### src/rtl/div_pkg.sv
// Shared definitions for the sequential restoring divider: state encoding,
// default operand width and the iteration-counter width helper.
package div_pkg;

    typedef enum logic [1:0] {
        IDLE = 2'd0,
        CALC = 2'd1,
        DONE = 2'd2
    } state_t;

    localparam int DEFAULT_WIDTH = 4;

    // The counter must hold 2*width-1, the first iteration index.
    function automatic int cnt_width(input int width);
        int w;
        w = $clog2(2 * width);
        return (w < 1) ? 1 : w;
    endfunction

endpackage

### src/rtl/div_step.sv
// One restoring-division iteration: shift one dividend bit into the partial
// remainder, then conditionally subtract the divisor.
module div_step #(
    parameter int WIDTH = 4
) (
    input  logic [WIDTH:0]   partial_rem,
    input  logic             next_bit,
    input  logic [WIDTH-1:0] divisor,
    output logic [WIDTH:0]   next_rem,
    output logic             q_bit
);

    logic [WIDTH:0] shifted;
    logic [WIDTH:0] wide_divisor;
    logic           unused_msb;

    // The partial remainder is always below the divisor, so its top bit is zero
    // and the shift only needs the low WIDTH bits.
    assign unused_msb   = partial_rem[WIDTH];
    assign shifted      = {partial_rem[WIDTH-1:0], next_bit};
    assign wide_divisor = {1'b0, divisor};

    always_comb begin
        q_bit    = 1'b0;
        next_rem = shifted;
        if (shifted >= wide_divisor) begin
            q_bit    = 1'b1;
            next_rem = shifted - wide_divisor;
        end
    end

endmodule

### src/rtl/seq_divider.sv
// Sequential unsigned radix-2 restoring divider, one quotient bit per clock.
// Define SEQ_DIVIDER_FASTPATH_EN to finish divide-by-zero and dividend<divisor in one cycle.
module seq_divider
    import div_pkg::*;
#(
    parameter int WIDTH = DEFAULT_WIDTH
) (
    input  logic               clk,
    input  logic               rst_n,
    input  logic               in_valid,
    output logic               in_ready,
    input  logic [2*WIDTH-1:0] dividend,
    input  logic [WIDTH-1:0]   divisor,
    output logic               out_valid,
    input  logic               out_ready,
    output logic [2*WIDTH-1:0] quotient,
    output logic [WIDTH-1:0]   remainder,
    output logic               div_by_zero
);

    localparam int CW = cnt_width(WIDTH);

    state_t             state;
    logic [2*WIDTH-1:0] work;
    logic [WIDTH-1:0]   dvs;
    logic [WIDTH:0]     rem;
    logic [CW-1:0]      cnt;
    logic [WIDTH:0]     rem_next;
    logic               q_bit;

    // work holds the dividend; each iteration shifts its MSB out into the
    // step and the new quotient bit in at the LSB, so after 2*WIDTH
    // iterations work contains the quotient.
    div_step #(.WIDTH(WIDTH)) u_step (
        .partial_rem (rem),
        .next_bit    (work[2*WIDTH-1]),
        .divisor     (dvs),
        .next_rem    (rem_next),
        .q_bit       (q_bit)
    );

    // Handshakes: a transfer happens on a rising edge where valid and ready
    // are both high; the producer holds data stable until then.
    assign in_ready  = (state == IDLE);
    assign out_valid = (state == DONE);

    always_ff @(posedge clk or negedge rst_n) begin
        if (!rst_n) begin
            state       <= IDLE;
            work        <= '0;
            dvs         <= '0;
            rem         <= '0;
            cnt         <= '0;
            quotient    <= '0;
            remainder   <= '0;
            div_by_zero <= 1'b0;
        end else begin
            case (state)
                IDLE: begin
                    if (in_valid) begin
                        work <= dividend;
                        dvs  <= divisor;
                        rem  <= '0;
                        cnt  <= CW'(2 * WIDTH - 1);
`ifdef SEQ_DIVIDER_FASTPATH_EN
                        if (divisor == '0) begin
                            quotient    <= '1;
                            remainder   <= '0;
                            div_by_zero <= 1'b1;
                            state       <= DONE;
                        end else if (dividend < {{WIDTH{1'b0}}, divisor}) begin
                            quotient    <= '0;
                            remainder   <= dividend[WIDTH-1:0];
                            div_by_zero <= 1'b0;
                            state       <= DONE;
                        end else begin
                            state <= CALC;
                        end
`else
                        state <= CALC;
`endif
                    end
                end
                CALC: begin
                    work <= {work[2*WIDTH-2:0], q_bit};
                    rem  <= rem_next;
                    if (cnt == '0) begin
                        state <= DONE;
                        // Divide-by-zero iterations run normally and are replaced here.
                        if (dvs == '0) begin
                            quotient    <= '1;
                            remainder   <= '0;
                            div_by_zero <= 1'b1;
                        end else begin
                            quotient    <= {work[2*WIDTH-2:0], q_bit};
                            remainder   <= rem_next[WIDTH-1:0];
                            div_by_zero <= 1'b0;
                        end
                    end else begin
                        cnt <= cnt - CW'(1);
                    end
                end
                DONE: begin
                    if (out_ready) begin
                        state <= IDLE;
                    end
                end
                default: state <= IDLE;
            endcase
        end
    end

endmodule
### config.mk
export PLATFORM = sky130hd
export DESIGN_NAME = seq_divider
export DESIGN_NICKNAME = d
export VERILOG_FILES = /design/src/rtl/div_pkg.sv /design/src/rtl/div_step.sv /design/src/rtl/seq_divider.sv
export SDC_FILE = /design/constraint.sdc
export NUM_CORES = 1
export LEC_CHECK = 0
export CAP_MARGIN = 20
export CORE_ASPECT_RATIO = 0.7
export CORE_UTILIZATION = 30
export DETAILED_ROUTE_END_ITERATION = 10
export PLACE_DENSITY_LB_ADDON = 0.12
export SYNTH_ARGS = -nofsm -noshare
export SYNTH_HDL_FRONTEND = slang
export SYNTH_SLANG_ARGS = --single-unit
### constraint.sdc
create_clock -name clk -period 2.4 [get_ports clk]
set_clock_uncertainty 0.15 [all_clocks]
set_input_delay 0.6 -clock clk [delete_from_list [all_inputs] [get_ports clk]]
set_output_delay 0.6 -clock clk [all_outputs]
set_load 0.03 [all_outputs]
# Word level (Yosys, flattened, before mapping)

Cells that the tools add are included.

Bits in registers: 34
Input bits: 16
Output and inout port bits: 15
Word-level logic and storage cells: 42

$add $sub $neg: 2
$lt $le $gt $ge: 1
Equality and inequality tests: 6
Mux-type cells: 16
Reductions and logical operators: 9

Operators with widths:

| cell                                                                     | number |
|---|---|
| 8-bit 2-to-1 mux                                                         | 2 |
| 8-bit one-hot mux with 2 select lines                                    | 1 |
| 4-bit 2-to-1 mux                                                         | 3 |
| 4-bit one-hot mux with 2 select lines                                    | 1 |
| 2-bit 2-to-1 mux                                                         | 3 |
| 3-bit 2-to-1 mux                                                         | 2 |
| 2-bit inequality test (second input constant)                            | 3 |
| 2-bit one-hot mux with 3 select lines                                    | 1 |
| 3-bit one-hot mux with 2 select lines                                    | 1 |
| 2-bit AND reduction                                                      | 3 |
| 3-bit AND reduction                                                      | 2 |
| 5-bit by 4-bit greater-or-equal comparator with 1-bit output             | 1 |
| 4-bit zero test                                                          | 1 |
| 4-bit subtractor                                                         | 1 |
| 3-bit zero test                                                          | 1 |
| 3-bit by 1-bit subtractor with 3-bit output (second input constant)      | 1 |
| 2-bit by 1-bit equality test with 1-bit output (second input constant)   | 1 |
| 2-bit equality test (second input constant)                              | 1 |
| 2-bit zero test                                                          | 1 |
| 1-bit 2-to-1 mux                                                         | 2 |
| 2-bit by 1-bit inequality test with 1-bit output (second input constant) | 1 |
| 2-bit nonzero test                                                       | 1 |

# Logic depth before layout (Yosys ltp)

Word-level depth: 3
Mapped depth: 8
Depth with buffers taken out: 7

# Hierarchy

From an unflattened synthesis, not the netlist that was laid out.

Cells, all modules: 163
Area, all modules: 1780.5 um2

Modules (own cells, without submodules):

| module      | times used | cells an instance | area an instance (um2) | seq. area each (um2) |
|---|---|---|---|---|
| seq_divider | 1          | 128               | 1532.7                 | 875.8 |
| div_step    | 1          | 35                | 247.7                  | 0.0 |

# Worst setup path after synthesis

Ideal clock, no wire load.

Path type: register to register
Start: register dvs[2]
End: register rem[0]
Library setup time: 0.074 ns
Data arrival time: 1.633 ns
Required time: 2.176 ns
Path slack: 0.543 ns
Stages on the path, launching flop included: 8
Path buffers: 0
Clock period less this slack: 1.857 ns
Cell sequence: dfrtp_1 > inv_1 > ha_1 > a21oi_2 > o21ai_2 > a21boi_4 > mux2_4 > o21ai_2

Cells in the longest elaborated chain, start to end: 3

Ends and longest elaborated chain:

| item                                                         | line              | source |
|---|---|---|
| start, declared                                              | seq_divider.sv:25 | `logic [WIDTH-1:0] dvs;` |
| start signal, assigned                                       | seq_divider.sv:62 | `dvs <= divisor;` |
| 5-bit by 4-bit greater-or-equal comparator with 1-bit output | div_step.sv:26    | `if (shifted >= wide_divisor) begin` |
| 4-bit 2-to-1 mux                                             | div_step.sv:26    |  |
| 4-bit one-hot mux with 2 select lines                        | seq_divider.sv:58 | `case (state)` |
| end signal, assigned                                         | seq_divider.sv:86 | `rem <= rem_next;` |
| end, declared                                                | seq_divider.sv:26 | `logic [WIDTH:0] rem;` |

Every way passes these cells.
A chain may end at the register's enable or synchronous reset.

# Worst setup path in the final report

Start: register state[0]
End: output in_ready

Cells in the longest elaborated chain, start to end: 1

Ends and longest elaborated chain:

| item                   | line              | source |
|---|---|---|
| start, declared        | seq_divider.sv:23 | `state_t state;` |
| start signal, assigned | seq_divider.sv:49 | `state <= IDLE;` |
| start signal, assigned | seq_divider.sv:80 | `state <= CALC;` |
| start signal, assigned | seq_divider.sv:88 | `state <= DONE;` |
| 2-bit zero test        | seq_divider.sv:44 | `assign in_ready = (state == IDLE);` |
| end, declared          | seq_divider.sv:11 | `output logic in_ready,` |

Every way passes these cells.

==> impl_metrics.toml <==
[outcome]
outcome = "completed"

[detailed_routing]
wire_per_inst_um = 13.7
wl_met2_um = 1610
drc = 0
vias_per_cell = 4.62
first_iter_violations = 50
drtPass1Iterations = 4
wirelength_um = 3620
wl_met1_um = 1830
dr.max_layer_used = "met4"
vias = 1220
antenna_left = 0
wl_met3_um = 134

[timing]
slew_headroom_pct = 57.1
period_share_pct = 96.9
rsz0062_at_grt = "false"
fin_tns_setup_ps = 0
worst_pin_slew_ps = 643
timing.fmax_mhz = 430
drv_slew = 0
fin_crit_ps = 2320
hold_violations = 0
finalSetupViolations = 0

[finish]
layout-drive-gt1-share_pct = 11.5
fillers = 512
layout.nets = 214
syn_to_final_growth_pct = 28.5
final_area_um2 = 2150
n_antenna_cell = 0

[logic_synthesis]
synth.distinct_cells = 38
synth_simple_gate_area_share_pct = 13.0
muxShareOfSynthArea_pct = 6.97
synth_nets = 180
async_flop_share_pct = 100
synth-edff-count = 0
synth_seq_cells = 34
ys_warn_count = 0
ys_seq_area_share_pct = 50.9
syn_inst = 157
synth_compound_area_share_pct = 17.4
synth-xor-area-share_pct = 0.524
netlist_area_um2 = 1670
synth_top_family_by_area = "compound AO/OA/AOI/OAI gates"
avgSynthCellArea_um2 = 10.6
synth_fa_ha_area_share_pct = 5.69
synth_top_flop_cell = "dfrtp_1"

[clocking]
clkTransAtPathRegs_ps = 70
clk-insertion-delay-late_ps = 290
cts.sinks = 34
clockBufferDepth = 2
postCtsSetupRepairBufs = 0
cts_tree = "yes"
cts.htree.levels = 2
root_buffer = "clkbuf_8"
cts-buffers-inserted = 5

[grt]
grt_overflow_total = 0
grt_pass1_vias = 1378
antenna_found_initial = 0
grt_max_degree = 35
grt_use_total_pct = 14.1
grt_pass1_wl_um = 6380

[critical_path]
reg2reg_from = "dvs[2]"
rr_endpoint = "remainder[0]"
startpoint = "state[0]"
reg2reg_depth = 7
crit_arrival_ps = 1570
r2r_slack_ps = 390
end_kind = "primary output"
crit_fanout = 8
crit_end = "in_ready"
worstSetupPathType = "flip-flop to primary output"
cp-start-kind = "flip-flop"
worstPathRequired_ps = 1650

[floorplan]
initial_core_util_pct = 31.4
core-area_um2 = 5310
row_count = 22
io_pins = 31
die_area_um2 = 5880
die_width_um = 91.2
die_height_um = 64.4

[placed_design]
port_buffers = 30
dp.final_hpwl_um = 2600
gp_congestion = 0.776
dpl_cell_area_um2 = 2040

[pwr]
p_per_area_nw_per_um2 = 1550
leakagePower_nw = 0.925
vdd_drop_max_mv = 0.607

[job]
cap_violations = 0

[min_path]
hold_depth = 2
holdCritPathClass = "flip-flop to flip-flop"
==> state kept, by name, indices dropped and copies added, names as in the netlist <==
register     count
state            2
quotient         8
div_by_zero      1
dvs              4
rem              4
remainder        4
cnt              3
work             8
==> power by group <==
| part | internal (W) | leakage [nW] | switching, W |
|---|---|---|---|
| clock network | 0.000311 | 0.0524 | 0.000203 |
| registers | 0.000860 | 0.404 | 0.000201 |
| logic | 0.000779 | 0.468 | 0.000963 |
==> through the flow <==
stage	power, W	hold slack, ps	worst slack, ps	util, %	cells
global placement	0.00277	313	383	38.3	256
floorplan	0.00231	154	543	-	157
global route	0.00360	377	17.9	40.4	264
detailed placement	0.00281	330	371	38.3	256
CTS	0.00335	342	62.6	40.3	264
finish	0.00332	339	75.2	40.4	264
==> worst min path at each step <==
stage | endpoint | slack, ps | start
floorplan | cnt[0] | 150 | rst_n
global placement | cnt[0] | 310 | cnt[0]
detailed placement | work[7] | 330 | work[7]
CTS | cnt[0] | 340 | cnt[0]
global route | remainder[1] | 380 | remainder[1]
finish | work[7] | 340 | work[7]
==> placed cells by master, fill, tap and decap left out, types with 5 or more instances in the layout <==
cell / Yosys / layout
o21ai_0: 18 / 17
clkbuf_8: 0 / 5
nand2_1: 20 / 20
dfrtp_1: 34 / 34
clkdlybuf4s50_1: 0 / 29
buf_4: 1 / 5
ha_1: 6 / 6
nor2_1: 11 / 11
o22a_1: 7 / 7
mux2i_1: 9 / 9
inv_1: 8 / 8
==> routing by layer <==
layer	vias up	track usage [%]
met4	0	5.36
met3	4	3.76
met1	579	17.7
li1	613	-
met2	24	23.4
met5	-	0
==> area by class of cell <==
class / instances / area, µm² / area share, %
inverters: 8 / 30.0 / 1.40
clock buffers: 7 / 76.3 / 3.56
flip-flops and latches: 34 / 851 / 39.7
repair buffers: 35 / 340 / 15.9
well taps: 72 / 90.1 / 4.20
clock inverters: 1 / 30.0 / 1.40
multi-input cells: 107 / 728 / 33.9
==> logic make-up after synthesis <==
| logic type | after synthesis |
|---|---|
| fa+ha+maj | 7 |
| flops | 34 |
| buf+inv | 16 |
| simple gates | 45 |
| xor+xnor | 1 |
| compound gates | 43 |
| mux | 11 |
==> what timing repair did <==
item                       CTS  global route
setup endpoints to repair    0             1
hold buffers                 0             0
gates resized for setup      0             1
==> critical path, cell delays in order, from the launching register on <==
cell,delay [ps]
dfrtp_1,450
nor2_1,150
clkdlybuf4s50_1,680
==> cell usage after synthesis (2+ instances only) <==
cell type,n,area share (%)
dfrtp_1,34,51
nand2_1,20,4.5
o21ai_0,18,5.4
nor2_1,11,2.5
mux2i_1,9,5.4
inv_1,8,1.8
o22a_1,7,3.7
ha_1,6,4.5
buf_2,4,1.2
a21oi_1,3,0.90
a31oi_1,3,1.1
buf_6,3,2.0
o21ai_2,3,1.6
nand2b_1,2,0.75
nor2b_1,2,0.75
o21ai_1,2,0.60
Power figures use the tool's default switching activity.
